File: src/rtl/dual_fetch_queue.sv
// Dual-issue fetch queue: drives the instruction-memory word address, captures
// the two returned words tagged with their PCs into a circular buffer, and
// presents the two oldest entries to decode. Redirects flush and reload the PC.

// One output lane: masks the raw storage entry when the slot is not occupied.
module dual_fetch_queue_slot (
  input  logic        vld,
  input  logic [31:0] instr,
  input  logic [7:0]  pc,
  output logic [31:0] o_instr,
  output logic [7:0]  o_pc
);
  assign o_instr = vld ? instr : '0;
  assign o_pc    = vld ? pc    : '0;
endmodule

module dual_fetch_queue #(
  parameter int         DEPTH    = 8,
  parameter logic [7:0] RESET_PC = 8'd0
) (
  input  logic                     clk,
  input  logic                     rst,
  output logic [7:0]               fetch_addr,
  input  logic [31:0]              instr1_in,
  input  logic [31:0]              instr2_in,
  input  logic                     redirect_valid,
  input  logic [7:0]               redirect_addr,
  input  logic [1:0]               deq_count,
  output logic                     out_valid0,
  output logic [31:0]              out_instr0,
  output logic [7:0]               out_pc0,
  output logic                     out_valid1,
  output logic [31:0]              out_instr1,
  output logic [7:0]               out_pc1,
  output logic [$clog2(DEPTH):0]   count
);
  localparam int AW        = $clog2(DEPTH);
  localparam int CW        = AW + 1;
  localparam int NUM_LANES = 2;

  typedef struct packed {
    logic [31:0] instr;
    logic [7:0]  pc;
  } ent_t;

  ent_t mem [DEPTH];

  logic [AW-1:0] head, tail;
  logic [CW-1:0] cnt;
  logic [CW-1:0] free, deq_req, deq_eff, enq;
  logic          wrap;

  logic [NUM_LANES-1:0]         wr_en;
  logic [NUM_LANES-1:0][AW-1:0] wr_idx;
  ent_t [NUM_LANES-1:0]         wr_ent;

  logic [NUM_LANES-1:0]         slot_vld;
  logic [NUM_LANES-1:0][AW-1:0] rd_idx;
  ent_t [NUM_LANES-1:0]         rd_ent;
  logic [NUM_LANES-1:0][31:0]   o_instr;
  logic [NUM_LANES-1:0][7:0]    o_pc;

  assign count = cnt;

  // Dequeue clamp and enqueue decision; free space is taken before this
  // cycle's dequeue so freed slots are never reused in the same cycle.
  always_comb begin
    free    = CW'(DEPTH) - cnt;
    deq_req = (deq_count == 2'd0) ? '0 : (deq_count == 2'd1) ? CW'(1) : CW'(2);
    deq_eff = (deq_req > cnt) ? cnt : deq_req;
    wrap    = (fetch_addr == 8'hFF);
    enq     = '0;
    if (!redirect_valid) begin
      if (wrap) begin
        if (free >= CW'(1)) enq = CW'(1);
      end else if (free >= CW'(2)) begin
        enq = CW'(2);
      end
    end
  end

  // Write lanes: lane 0 takes the word at fetch_addr, lane 1 its successor.
  always_comb begin
    for (int l = 0; l < NUM_LANES; l++) begin
      wr_idx[l] = tail + AW'(l);
      wr_en[l]  = (enq > CW'(l));
    end
    wr_ent[0] = '{instr: instr1_in, pc: fetch_addr};
    wr_ent[1] = '{instr: instr2_in, pc: fetch_addr + 8'd1};
  end

  // Queue storage; contents are don't-care until counted as occupied.
  always_ff @(posedge clk) begin
    for (int l = 0; l < NUM_LANES; l++)
      if (wr_en[l]) mem[wr_idx[l]] <= wr_ent[l];
  end

  // Pointer, occupancy and fetch-address state; redirect outranks everything.
  always_ff @(posedge clk or negedge rst) begin
    if (!rst) begin
      fetch_addr <= RESET_PC;
      head       <= '0;
      tail       <= '0;
      cnt        <= '0;
    end else if (redirect_valid) begin
      fetch_addr <= redirect_addr;
      head       <= '0;
      tail       <= '0;
      cnt        <= '0;
    end else begin
      head <= head + AW'(deq_eff);
      tail <= tail + AW'(enq);
      cnt  <= cnt + enq - deq_eff;
      if (enq == CW'(1))      fetch_addr <= 8'd0;
      else if (enq == CW'(2)) fetch_addr <= fetch_addr + 8'd2;
    end
  end

  // Read lanes: slot l shows entry head+l, valid while occupancy exceeds l.
  always_comb begin
    for (int l = 0; l < NUM_LANES; l++) begin
      rd_idx[l]   = head + AW'(l);
      slot_vld[l] = (cnt > CW'(l));
      rd_ent[l]   = mem[rd_idx[l]];
    end
  end

  for (genvar g = 0; g < NUM_LANES; g++) begin : g_slot
    dual_fetch_queue_slot u_slot (
      .vld     (slot_vld[g]),
      .instr   (rd_ent[g].instr),
      .pc      (rd_ent[g].pc),
      .o_instr (o_instr[g]),
      .o_pc    (o_pc[g])
    );
  end

  assign out_valid0 = slot_vld[0];
  assign out_instr0 = o_instr[0];
  assign out_pc0    = o_pc[0];
  assign out_valid1 = slot_vld[1];
  assign out_instr1 = o_instr[1];
  assign out_pc1    = o_pc[1];

endmodule

File: config.mk
export PLATFORM = sky130hd
export DESIGN_NAME = dual_fetch_queue
export DESIGN_NICKNAME = d
export VERILOG_FILES = /design/src/rtl/dual_fetch_queue.sv
export SDC_FILE = /design/constraint.sdc
export NUM_CORES = 1
export LEC_CHECK = 0
export BUFFER_PORTS_ARGS = -buffer_cell sky130_fd_sc_hd__buf_2
export CAP_MARGIN = 20
export CORE_MARGIN = 1.5
export CORE_UTILIZATION = 37
export DETAILED_ROUTE_END_ITERATION = 16
export HOLD_SLACK_MARGIN = 0.15
export PLACE_DENSITY = 0.63
export SLEW_MARGIN = 10
export SYNTH_ARGS = -nofsm -noshare
export SYNTH_HDL_FRONTEND = slang
export SYNTH_SLANG_ARGS = --single-unit
File: constraint.sdc
create_clock -name clk -period 8.85 [get_ports clk]
set_clock_uncertainty 0.15 [all_clocks]
set_input_delay 0.885 -clock clk [delete_from_list [all_inputs] [get_ports clk]]
set_output_delay 0.885 -clock clk [all_outputs]
set_load 0.005 [all_outputs]
# Word-level counts from Yosys, hierarchy flattened
# Memories as Yosys holds them, arrays and structs flattened.
# Index checks and enable logic that the tools add are counted.
# word_totals
regBits	18
ram_bits	320
input_bits	77
out_inout_bits	94
word_cells	48
n_memories	1
# mem_list
memory	words	width	rd	rd_clocked_by_memory_dff	wr	line_no	rtl
mem	8	40	2	0	2	46	ent_t mem [DEPTH];
# op_classes
add_sub_neg	9
magnitude_cmp	7
n_eq_ne	4
n_mux	21
n_reduce_logical	2
# ops
op	n
two-way mux 32 bit	2
two-way mux 8 bit	5
> comparator 4 x 1 -> 1 bit, second input constant	4
two-way mux 4 bit	4
adder 8 x 1 -> 8 bit, second input constant	1
adder 8 x 2 -> 8 bit, second input constant	1
== test 8 bit, second input constant	1
adder 3 x 1 -> 3 bit, second input constant	2
adder 3 bit	2
two-way mux 2 bit	3
two-way mux 3 bit	2
two-way mux 1 bit	5
adder 4 bit	1
== test 4 x 1 -> 1 bit, second input constant	1
== test 4 x 2 -> 1 bit, second input constant	1
greater-or-equal comparator 4 x 1 -> 1 bit, second input constant	1
greater-or-equal comparator 4 x 2 -> 1 bit, second input constant	1
> comparator 2 x 4 -> 1 bit	1
subtractor 4 bit	1
subtractor 4 bit, first input constant	1
nonzero test 3 bit	1
== test 2 x 1 -> 1 bit, second input constant	1
zero test 2 bit	1

# Longest topological paths before layout
# logic_depth
ltp_word	9
ltp_mapped	13
mapped_depth_nobuf	13

# Modules after synthesis
# From an unflattened synthesis, not the netlist that was laid out.
# unflattened
hier_cells	1287
hier_area_um2	20803.7
# modules_own_cells
mod	n_inst	cells_each	area_each_um2	seq_area_each_um2
dual_fetch_queue	1	1199	20163.1	10059.6
dual_fetch_queue_slot	2	44	320.3	0.0

# Worst setup path before layout
# OpenSTA, ideal clock, no wires.
# synth_timing
path_kind	register to register
from	reg cnt[1], in the netlist count[1]
to	mem mem[1][0] (netlist bit) (enable)
setup_time_ns	0.498
arrival_time_ns	4.771
t_required_ns	8.202
path_slack_ns	3.431
stages_incl_launch_ff	10
path_buffers	1
period_less_slack_ns	5.419
path_cell_list	dfrtp_1 -> inv_1 -> ha_1 -> xnor2_1 -> or4_1 -> clkbuf_1 -> nand2_2 -> inv_2 -> o21ai_0 -> o31ai_1
# synth_rtl
item	line_no	rtl
start: declaration	49	logic [CW-1:0] cnt;
start signal: assignment	113	cnt <= cnt + enq - deq_eff;
end: declaration	46	

# Worst setup path in the final report
# layout_timing
from	reg head[0]
to	out out_instr1[28]
# layout_via
elab_chain_len	3
# layout_rtl
item	line_no	rtl
start: declaration	48	logic [AW-1:0] head, tail;
start signal: assignment	111	head <= head + AW'(deq_eff);
adder 3 x 1 -> 3 bit	122	rd_idx[l] = head + AW'(l);
memory read (8 x 40 bit)	n/a	
two-way mux 32 bit	13	assign o_instr = vld ? instr : '0;
end: declaration	33	output logic [31:0] out_instr1,
# No other way between the ends.

==> results.json <==
{
  "status": "completed",
  "period_share_pct": 58.20,
  "path_max_fanout": 50,
  "synth_cell_type_count": 51,
  "firstDrtPassIters": 5,
  "yosysSeqAreaShare_pct": 50.29,
  "finalHoldViolations": 0,
  "hpwl_um": 33310,
  "worstPathArrival_ns": 4.12,
  "post_cts_buffers": 0,
  "rows": 85,
  "nets": 1566,
  "die_height_um": 235.5,
  "path_class": "reg -> out",
  "detail_route.wl_per_cell_um": 25.72,
  "fin_area_mm2": 0.02287,
  "fillers": 4914,
  "grt_pass1_vias": 13120,
  "final-setup-viol-count": 0,
  "drc_errors": 0,
  "clock_latency_ns": 0.58,
  "cpLargestDelayFamily": "flip-flops",
  "slowest_stage": "dfrtp_4",
  "yosys_warnings": 0,
  "track_usage_pct": 20.29,
  "core-area_mm2": 0.05360,
  "clkTransAtPathRegs_ns": 0.06,
  "fin_crit_ns": 5.151,
  "crit_cells": 6,
  "dieArea_mm2": 0.05546,
  "hp-class": "in -> reg",
  "r2r-start": "fetch_addr[0]",
  "slew_violations": 0,
  "io_pins": 171,
  "start_kind": "flip-flop",
  "required_ns": 7.82,
  "end_kind": "primary output",
  "cts_buffers": 41,
  "fp.dieW_um": 235.5,
  "power_density_mw_per_mm2": 312.3,
  "gp_congestion": 0.7898,
  "slew_headroom_pct": 33.66,
  "antenna_found_initial": 5,
  "path_cells": "ha_4 > buf_4 > mux4_2 > nand2_1 > a21oi_1 > buf_2",
  "worst_r2r_path_depth": 8,
  "synth_top_area_share_pct": 48.04,
  "wl_um": 56400,
  "worst_path_largest_cell_delay_ns": 1.00,
  "tightestPinTransition_ns": 0.9951,
  "fin_setup_tns_ns": 0,
  "synth_area_mm2": 0.02000,
  "min_path_cells": 3,
  "drt-initial-drc-count": 1069,
  "grt_max_degree": 67,
  "grt_pass1_wl_um": 84500,
  "syn-num-nets": 1433,
  "synth_common_cells": "edfxtp_1, mux2_2, mux4_2",
  "numPortBuffers": 170,
  "synth_most_common_cell": "edfxtp_1",
  "synth_edf_count": 320,
  "ctsHoldBuffers": 1,
  "cts.sinks": 338,
  "rrSetupSlack_ns": 4.31,
  "cts-root-buf": "clkbuf_16",
  "dpl_cell_area_mm2": 0.02161,
  "p_leak_nw": 7.841,
  "yosys_most_used_dff": "edfxtp_1",
  "timing.fmax_mhz": 194.1,
  "vias": 12670,
  "vias_per_cell": 5.777,
  "htree_num_levels": 2,
  "irDropWorstVdd_uv": 266.9,
  "netlist_instances": 1334,
  "synth_top_area_cell": "edfxtp_1",
  "cts_tree": "yes",
  "cts_buffer_depth": 3,
  "syn2layout_area_growth_pct": 14.32,
  "rsz0062_at_grt": "no",
  "synthArstFlopShare_pct": 5.325,
  "start_util_pct": 37.32,
  "synth_area_per_cell_um2": 14.99,
  "final_layout_size_suffix_gt1_share_pct": 46.59,
  "cts_resized": 0,
  "grt_overflow": 0,
  "crit_buf_inv": 2,
  "holdCritStartpoint": "redirect_addr[2]",
  "timing.rr.end": "mem[6][6]",
  "hold_end": "fetch_addr[2]",
  "max_cap_viol_count": 0,
  "ys_seq_elements": 338,
  "antenna_left": 0,
  "synth_area_leaders": "edfxtp_1, mux4_2, mux2_2, dfrtp_1, mux2i_1"
}
## cell type report
type / instances / area [um2] / area share [%]
clock buffer: 50 / 1070 / 4.678
timing repair buffer: 199 / 1091 / 4.771
clock inverter: 22 / 143.9 / 0.6292
multi-input combinational: 873 / 9565 / 41.83
inverter: 14 / 52.55 / 0.2298
sequential: 338 / 10070 / 44.04
antenna: 1 / 2.502 / 0.01094
tap: 696 / 870.8 / 3.808
## worst max-delay path by stage
stage | startpoint | slack, ns | end
after global routing | head[0] | 3.50 | out_pc1[7]
after floorplan | count[1] | 3.43 | mem[1][0]
after detailed placement | fetch_addr[0] | 4.31 | mem[6][11]
after CTS | head[0] | 3.71 | out_pc1[7]
final | head[0] | 3.70 | out_instr1[28]
after global placement | head[0] | 4.32 | out_pc1[7]
## worst reg2reg max path, delay by kind of cell (launching register included)
family	cells	cell delay, ns
adder cells (fa/ha/maj)	1	0.45
buffers and inverters	2	0.86
AO/OA/AOI/OAI	3	1.43
flip-flops	1	0.68
AND/OR/NAND/NOR	2	0.59
## sequential cells by signal, summed over array words and instances (netlist names)
signal      count
fetch_addr      8
count           4
tail            3
head            3
mem           320
## layer usage
layer,vias to the layer above,GRT usage [%],wire length (um)
met3,84,3.823,3537
met5,-,0,31
met2,430,33.92,27800
met1,6628,27.07,23820
met4,4,5.572,1207
li1,5523,-,-
## metrics by stage
step           instances  setup WS (ns)  power, mW  util [%]  hold slack (ns)
3_5_place_dp        2118          4.310      5.657     40.32           0.6583
2_1_floorplan       1334          3.431      4.455         -           0.4394
6_report            2193          3.699      7.142     42.66           0.4080
3_3_place_gp        2118          4.321      5.612     40.32           0.6648
5_1_grt             2193          3.496      7.526     42.66           0.4429
4_1_cts             2191          3.710      7.227     42.61           0.3959
## report_power, final
group          total (mW)  switching [mW]  internal, mW  leakage (nW)
clock                1.55           0.687         0.868         0.595
combinational        3.15            1.70          1.45          4.08
sequential           2.44           0.265          2.17          3.16
## layout by cell type, fill, tap and decap left out, types with 4 or more instances in the layout
cell type,synthesis,final
nand3_1,16,14
clkinv_1,0,14
buf_4,4,27
clkinv_2,0,4
nor2_1,76,76
a21oi_1,44,44
xor2_1,33,32
clkbuf_1,43,8
dfrtp_1,18,15
mux4_2,160,160
clkbuf_16,0,41
fa_1,4,4
mux2_2,261,261
o2bb2a_1,4,4
o21ai_0,9,5
nand4_1,6,6
inv_1,13,13
mux2i_1,41,41
nand2b_1,8,8
buf_2,43,170
edfxtp_1,320,320
nor3_1,8,8
xnor2_1,32,31
o21ai_4,0,4
ha_1,18,17
nand2_1,105,105
nor2b_1,6,6
## cell families after synthesis
family / synth area share (%)
buf+inv: 2.690
xor+xnor: 2.928
fa+ha+maj: 1.526
flops: 50.29
compound gates: 2.446
simple gates: 5.186
mux: 34.93
(Power assumes the default switching activity.)
